[src/rtl/calculadora_ctrl.sv]
// Button-to-command controller for the calculator datapath: picks one command per press,
// pulses it for one cycle, then ignores buttons until released. Optional debounce: CTRL_DEBOUNCE_EN.
module calculadora_ctrl #(
  parameter int DEB_CYCLES = 4,
  parameter int HOLDOFF    = 2
) (
  input  logic       clk,
  input  logic       reset,
  input  logic       btn_zerar,
  input  logic       btn_somar,
  input  logic       btn_subtrair,
  input  logic       btn_mostrar,
  input  logic [9:0] sw_entrada,
  output logic       zerar,
  output logic       somar,
  output logic       subtrair,
  output logic       mostrar,
  output logic [9:0] entrada,
  output logic       busy,
  output logic [1:0] last_op,
  output logic [7:0] op_count
);

  typedef enum logic [1:0] {IDLE, ISSUE, HOLD, WAIT_RELEASE} state_t;

  state_t     r_state;
  logic [3:0] r_hold_cnt;
  logic [1:0] r_sel;
  logic [3:0] w_btn_raw;
  logic [3:0] w_btn_q;
  logic [1:0] w_pick;

  // Bit order matches the command code: 0 zerar, 1 somar, 2 subtrair, 3 mostrar.
  assign w_btn_raw = {btn_mostrar, btn_subtrair, btn_somar, btn_zerar};

`ifdef CTRL_DEBOUNCE_EN
  localparam int CW = $clog2(DEB_CYCLES + 1);

  logic [3:0]         r_btn_q;
  logic [3:0][CW-1:0] r_deb_cnt;

  // A level change is accepted only after DEB_CYCLES consecutive disagreeing samples.
  always_ff @(posedge clk) begin
    if (reset) begin
      r_btn_q   <= '0;
      r_deb_cnt <= '0;
    end else begin
      for (int i = 0; i < 4; i++) begin
        if (w_btn_raw[i] != r_btn_q[i]) begin
          if (r_deb_cnt[i] == CW'(DEB_CYCLES - 1)) begin
            r_btn_q[i]   <= w_btn_raw[i];
            r_deb_cnt[i] <= '0;
          end else begin
            r_deb_cnt[i] <= r_deb_cnt[i] + 1'b1;
          end
        end else begin
          r_deb_cnt[i] <= '0;
        end
      end
    end
  end

  assign w_btn_q = r_btn_q;
`else
  assign w_btn_q = w_btn_raw;
`endif

  always_comb begin
    w_pick = 2'd3;
    if (w_btn_q[0])      w_pick = 2'd0;
    else if (w_btn_q[1]) w_pick = 2'd1;
    else if (w_btn_q[2]) w_pick = 2'd2;
  end

  always_ff @(posedge clk) begin
    if (reset) begin
      r_state    <= IDLE;
      r_hold_cnt <= '0;
      r_sel      <= '0;
      zerar      <= 1'b0;
      somar      <= 1'b0;
      subtrair   <= 1'b0;
      mostrar    <= 1'b0;
      entrada    <= '0;
      busy       <= 1'b0;
      last_op    <= '0;
      op_count   <= '0;
    end else begin
      zerar    <= 1'b0;
      somar    <= 1'b0;
      subtrair <= 1'b0;
      mostrar  <= 1'b0;
      case (r_state)
        IDLE: begin
          if (|w_btn_q) begin
            // Pulse is registered here so it is high exactly while in ISSUE.
            r_state  <= ISSUE;
            busy     <= 1'b1;
            r_sel    <= w_pick;
            zerar    <= (w_pick == 2'd0);
            somar    <= (w_pick == 2'd1);
            subtrair <= (w_pick == 2'd2);
            mostrar  <= (w_pick == 2'd3);
            if (w_pick == 2'd3) entrada <= sw_entrada;
          end
        end
        ISSUE: begin
          last_op    <= r_sel;
          op_count   <= op_count + 8'd1;
          r_hold_cnt <= 4'(HOLDOFF - 1);
          r_state    <= HOLD;
        end
        HOLD: begin
          if (r_hold_cnt == 4'd0) r_state <= WAIT_RELEASE;
          else                    r_hold_cnt <= r_hold_cnt - 4'd1;
        end
        WAIT_RELEASE: begin
          if (w_btn_q == 4'd0) begin
            r_state <= IDLE;
            busy    <= 1'b0;
          end
        end
        default: r_state <= IDLE;
      endcase
    end
  end

endmodule
[config.mk]
export PLATFORM = sky130hd
export DESIGN_NAME = calculadora_ctrl
export DESIGN_NICKNAME = d
export VERILOG_FILES = /design/src/rtl/calculadora_ctrl.sv
export SDC_FILE = /design/constraint.sdc
export NUM_CORES = 1
export LEC_CHECK = 0
export ABC_AREA = 1
export CORE_MARGIN = 5
export CORE_UTILIZATION = 43
export CTS_CLUSTER_DIAMETER = 80
export DETAILED_ROUTE_END_ITERATION = 10
export PLACE_DENSITY = 0.75
export SLEW_MARGIN = 0
export SYNTH_ARGS = -nofsm -noshare
export SYNTH_HDL_FRONTEND = slang
export SYNTH_SLANG_ARGS = --single-unit
[constraint.sdc]
create_clock -name clk -period 1.3 [get_ports clk]
set_clock_uncertainty 0.2 [all_clocks]
set_input_delay 0.26 -clock clk [delete_from_list [all_inputs] [get_ports clk]]
set_output_delay 0.26 -clock clk [all_outputs]
set_load 0.005 [all_outputs]
==> flow_summary.toml, run 1 <==
[critical_path]
critPathArrivalTime_ps = 1500
worst-path-stages = 7
crit-reg2reg-capture = "r_state[1]"
worstSetupPathType = "flop to flop"
crit_top_cell = "buf_4"
required_ps = 1350
critPathCaptureType = "flop"
max_stage_delay_ps = 390
reg2reg_depth = 7
start_kind = "flop"
slowest_stage = "dfxtp_4"
crit_buf_inv = 2
r2r_slack_ps = -150
critPathMaxFanout = 7
path_delay_family = "flip-flops"
path_cells = "buf_4 -> ha_4 -> nand2_8 -> buf_4 -> nand3_2 -> nand2_1 -> nor2_1"
timing.rr.start = "r_state[1]"

[synthesis]
synth_fa_ha_area_share_pct = 4.88
synth_cells = 214
synthDistinctLibCells = 24
syn_area_um2 = 1540
synth_top_family_by_area = "simple AND/OR/NAND/NOR gates"
synth_compound_area_share_pct = 6.18
synthSimpleGateAreaFrac_pct = 35.6
syn_nets = 236
synthXorXnorAreaFrac_pct = 0
muxShareOfSynthArea_pct = 0
synth-seq-cells = 33
yosys_warnings = 0
yosysSeqAreaShare_pct = 43.0
synth_area_per_cell_um2 = 7.19

[timing]
min_period_ps = 1450
maxSlewViolCount = 0
tns_ps = -1250
tightest_slew_ps = 271
hold_viol_final = 0
whs_ps = 204
finalWorstSetupSlack_ps = -146
timing.final.crit_share_pct = 111
setup_violations = 27
relSlewSlack_pct = 81.8
rsz0062_at_grt = "yes"
fmax_mhz = 692

[clocking]
cts_tree = "yes"
cts_sinks = 33
path_clk_slew_ps = 100
cts_buffers = 5
cts_root_buf = "clkbuf_4"
clockBufferDepth = 2
htree_levels = 2
clk_latency_ps = 330

[floorplan]
core_area_um2 = 3390
dieArea_um2 = 4870
fp.dieW_um = 69.8
die_h_um = 69.8
rows = 21
start_util_pct = 45.4
ios = 41

[grt]
antenna_found_initial = 0
gr-usage-all-layers_pct = 18.0
grtUsageMet1_pct = 18.6
gr-usage-met2_pct = 33.3
grt_first_pass_wirelength_um = 7160
grt_pass1_vias = 1617
globalRoute.totalOverflow = 0
grt_max_degree = 14
grtUsageMet3_pct = 5.51
top_usage_layer = "met2"

[placed_design]
port_buffers = 40
hpwlAfterDp_um = 2760
place.gp.congestion = 0.825
placed_cells = 318

[cells_and_area]
nets = 313
multi_input_area_um2 = 948
antenna_cells = 0
drive_above_1_share_pct = 49.3
n_fill_cell = 258
syn_to_final_growth_pct = 60.5
fin_util_pct = 72.8
seq_area_um2 = 699
final_cells = 336
final_common_cell = "nor2_1"
layout_common_cells = "nor2_1, nand2_1, buf_4, inv_1, buf_2"

[power_and_ir_drop]
vdd_ir_drop_max_v = 0.00132
p_leak_nw = 1.20
power_density_nw_per_um2 = 1710
power.total_mw = 4.23

[worst_hold_path]
min_from = "btn_somar"
worstHoldPathType = "primary input to flop"
min_to = "somar"
hold_depth = 3

[routing]
wire_per_inst_um = 13.8
via_per_inst = 4.89
drtIter0Drc = 69
drcViolationCount = 0
dr.pass1.iters = 4
vias = 1644
ant_nets = 0
wirelength_um = 4630

[outcome]
violations = "negative setup slack"
status = "complete, but fails checks"

[job]
drv_cap = 0
==> flip-flops by register name, indices dropped and copies added, names as in the netlist <==
register	flops
subtrair	1
entrada	10
r_sel	2
r_state	2
zerar	1
busy	1
last_op	2
r_hold_cnt	4
somar	1
op_count	8
mostrar	1
==> how the worst max path moves through the flow <==
stage | startpoint | end | slack (ps)
after floorplan | r_state[1] | op_count[6] | -40
after global placement | btn_somar | entrada[8] | -440
after detailed placement | btn_somar | entrada[6] | -490
after CTS | r_state[1] | op_count[5] | -70
after global routing | r_state[1] | r_state[1] | -180
final | r_state[1] | r_state[1] | -150
==> final cells by class <==
class	count	share of cell area, %
Multi-Input combinational cell	144	38.4
Sequential cell	33	28.3
Timing Repair Buffer	76	23.8
Inverter	31	5.32
Tap cell	46	2.33
Clock buffer	5	1.52
Clock inverter	1	0.203
==> repair_timing <==
action                                 CTS  global route
gates resized for setup                161            29
setup endpoints to repair               52            33
gates cloned                             1             1
hold buffers                             0             0
endpoints found under the hold margin    0             0
pin swaps                               14            14
setup buffers                            8             2
==> report_power, final <==
group | leakage, nW | switching, mW | internal (mW)
clock | 0.0269 | 0.340 | 0.188
sequential | 0.281 | 0.154 | 1.26
combinational | 0.887 | 1.21 | 1.08
total | 1.20 | 1.70 | 2.53
==> cells in the mapped netlist (all sizes together) <==
master / instances / share of area, %
nor3b: 1 / 0.49
buf: 6 / 2.5
inv: 31 / 7.6
nor3: 6 / 2.3
a21oi: 9 / 3.2
nand4: 10 / 4.1
clkbuf: 1 / 0.24
dfxtp: 33 / 43
a31oi: 1 / 0.41
o21ai: 8 / 2.6
nand3: 14 / 4.6
ha: 6 / 4.9
nand2: 41 / 11
or2: 2 / 0.81
nor2: 45 / 12
==> logic make-up after synthesis <==
logic type	count (synthesis)
AND/OR/NAND/NOR	119
flip-flops	33
adder cells (fa/ha/maj)	6
AO/OA/AOI/OAI	18
buffers and inverters	38
==> tightest hold or removal path: stages <==
cell and delay (ps):
dlygate4sd2_1 300, nand3_1 110, inv_1 30
==> per-layer routing <==
metal	wire, µm	up-vias
met3	252	12
met4	106	0
met1	1830	753
met5	0	-
met2	2450	46
li1	-	833
==> per-stage QoR <==
step | setup slack, ps | instance area (µm²)
CTS | -74.7 | 2350
floorplan | -44.5 | 1590
global route | -184 | 2470
global placement | -439 | 2210
detailed placement | -487 | 2210
finish | -146 | 2470
No activity file was read; power rests on OpenSTA's default activity.
==> run 2: changes to the inputs <==
Settings changed: MAX_ROUTING_LAYER set to met4.
==> run 2 against run 1 <==
Against the previous run: the flow still finishes with violations (negative setup slack); first-iteration DRC count is 8.7% lower; design area stayed put; hold slack worse by 1.8 ps; global-route usage is 0.50 points higher; count of clock-buffer cells in the layout stayed put; core utilization stayed put; flip-flop and latch count stayed put; sequential power hardly changed; sequential share of layout area stayed put; highest routed layer unchanged; die area stayed put; clock power hardly changed.
==> flow_summary.toml, run 2 (synthesis gave the netlist of run 1 again) <==
[outcome]
status = "complete, but fails checks"
violations = "negative setup slack"

[clocking]
cts_sinks = 33
cts_root_buf = "clkbuf_4"
htree_levels = 2
cts_buffers = 5
path_clk_slew_ps = 100
clockBufferDepth = 2
cts_tree = "yes"
clk_latency_ps = 330

[critical_path]
critPathMaxFanout = 7
start_kind = "flop"
r2r_slack_ps = -150
timing.rr.start = "r_state[1]"
crit-reg2reg-capture = "r_state[1]"
reg2reg_depth = 7
critPathCaptureType = "flop"
worstSetupPathType = "flop to flop"
critPathArrivalTime_ps = 1500
required_ps = 1360

[timing]
timing.final.crit_share_pct = 111
finalWorstSetupSlack_ps = -147
tightest_slew_ps = 273
whs_ps = 202
maxSlewViolCount = 0
setup_violations = 27
fmax_mhz = 691
min_period_ps = 1450
hold_viol_final = 0
relSlewSlack_pct = 81.7
rsz0062_at_grt = "yes"

[routing]
drcViolationCount = 0
drtIter0Drc = 63
vias = 1654
wire_per_inst_um = 13.9
via_per_inst = 4.92
ant_nets = 0
wirelength_um = 4660
dr.pass1.iters = 4

[floorplan]
ios = 41
rows = 21
die_h_um = 69.8
fp.dieW_um = 69.8
dieArea_um2 = 4870
start_util_pct = 45.4
core_area_um2 = 3390

[grt]
grt_pass1_vias = 1617
grt_max_degree = 14
grt_first_pass_wirelength_um = 7160
globalRoute.totalOverflow = 0
antenna_found_initial = 0
gr-usage-all-layers_pct = 18.5

[cells_and_area]
largest-register = "entrada"
largest_reg_flops = 10
antenna_cells = 0
drive_above_1_share_pct = 49.3
syn_to_final_growth_pct = 60.5
layout_common_cells = "nor2_1, nand2_1, buf_4, inv_1, buf_2"
final_common_cell = "nor2_1"
fin_util_pct = 72.8
reg_top3 = "entrada x10, op_count x8, r_hold_cnt x4"
nets = 313

[power_and_ir_drop]
p_leak_nw = 1.20
power_density_nw_per_um2 = 1720
vdd_ir_drop_max_v = 0.00133

[worst_hold_path]
min_to = "somar"
worstHoldPathType = "primary input to flop"
min_from = "btn_somar"
hold_depth = 3

[placed_design]
post-place-ws_ps = -487
place.gp.congestion = 0.838
hpwlAfterDp_um = 2760
port_buffers = 40

[job]
drv_cap = 0
## run 2: routing by layer
metal | track usage, % | vias up | wire (µm)
met5 | - | - | 0
met4 | 7.66 | 0 | 127
met3 | 5.51 | 14 | 237
met2 | 33.3 | 53 | 2430
met1 | 18.6 | 759 | 1870
li1 | - | 828 | -
## run 2: how the worst max path moves through the flow
stage,cells past startpoint,from,to,slack (ps)
finish,7,r_state[1],r_state[1],-150
global route,7,r_state[1],r_state[1],-180
CTS,7,r_state[1],op_count[5],-70
detailed placement,7,btn_somar,entrada[6],-490
global placement,7,btn_somar,entrada[8],-440
floorplan,8,r_state[1],op_count[6],-40
## run 2: layout make-up
| class | instances | area [µm²] |
|---|---|---|
| Inverter | 31 | 131 |
| Fill cell | 258 | 922 |
| Clock buffer | 5 | 37.5 |
| Timing Repair Buffer | 76 | 588 |
| Multi-Input combinational cell | 144 | 948 |
| Tap cell | 46 | 57.6 |
| Clock inverter | 1 | 5.00 |
| Sequential cell | 33 | 699 |
## run 2: worst max-delay path: stages, from the launching register on
cell and delay (ps):
dfxtp_4 390, buf_4 130, ha_4 190, nand2_8 90, buf_4 140, nand3_2 60
nand2_1 50, nor2_1 130
## run 2: power by group
part	leakage (nW)	internal (mW)	switching (mW)
Sequential	0.281	1.26	0.154
Clock	0.0269	0.187	0.340
Combinational	0.887	1.08	1.21
Total	1.20	2.53	1.71
## run 2: through the flow
stage | total power, mW | std cells | TNS, ps | instance area (µm²)
floorplan | 2.27 | 214 | -387 | 1590
global placement | 2.88 | 318 | -9730 | 2210
detailed placement | 2.91 | 318 | -10390 | 2210
CTS | 3.77 | 333 | -889 | 2350
global route | 4.51 | 336 | -3270 | 2470
finish | 4.24 | 336 | -1290 | 2470
## run 2: what timing repair did
action	4_1_cts	5_1_grt
hold buffers	0	0
resized for setup	161	29
pin swaps	14	14
setup buffers	8	2
cloned	1	1
setup endpoints to repair	52	33
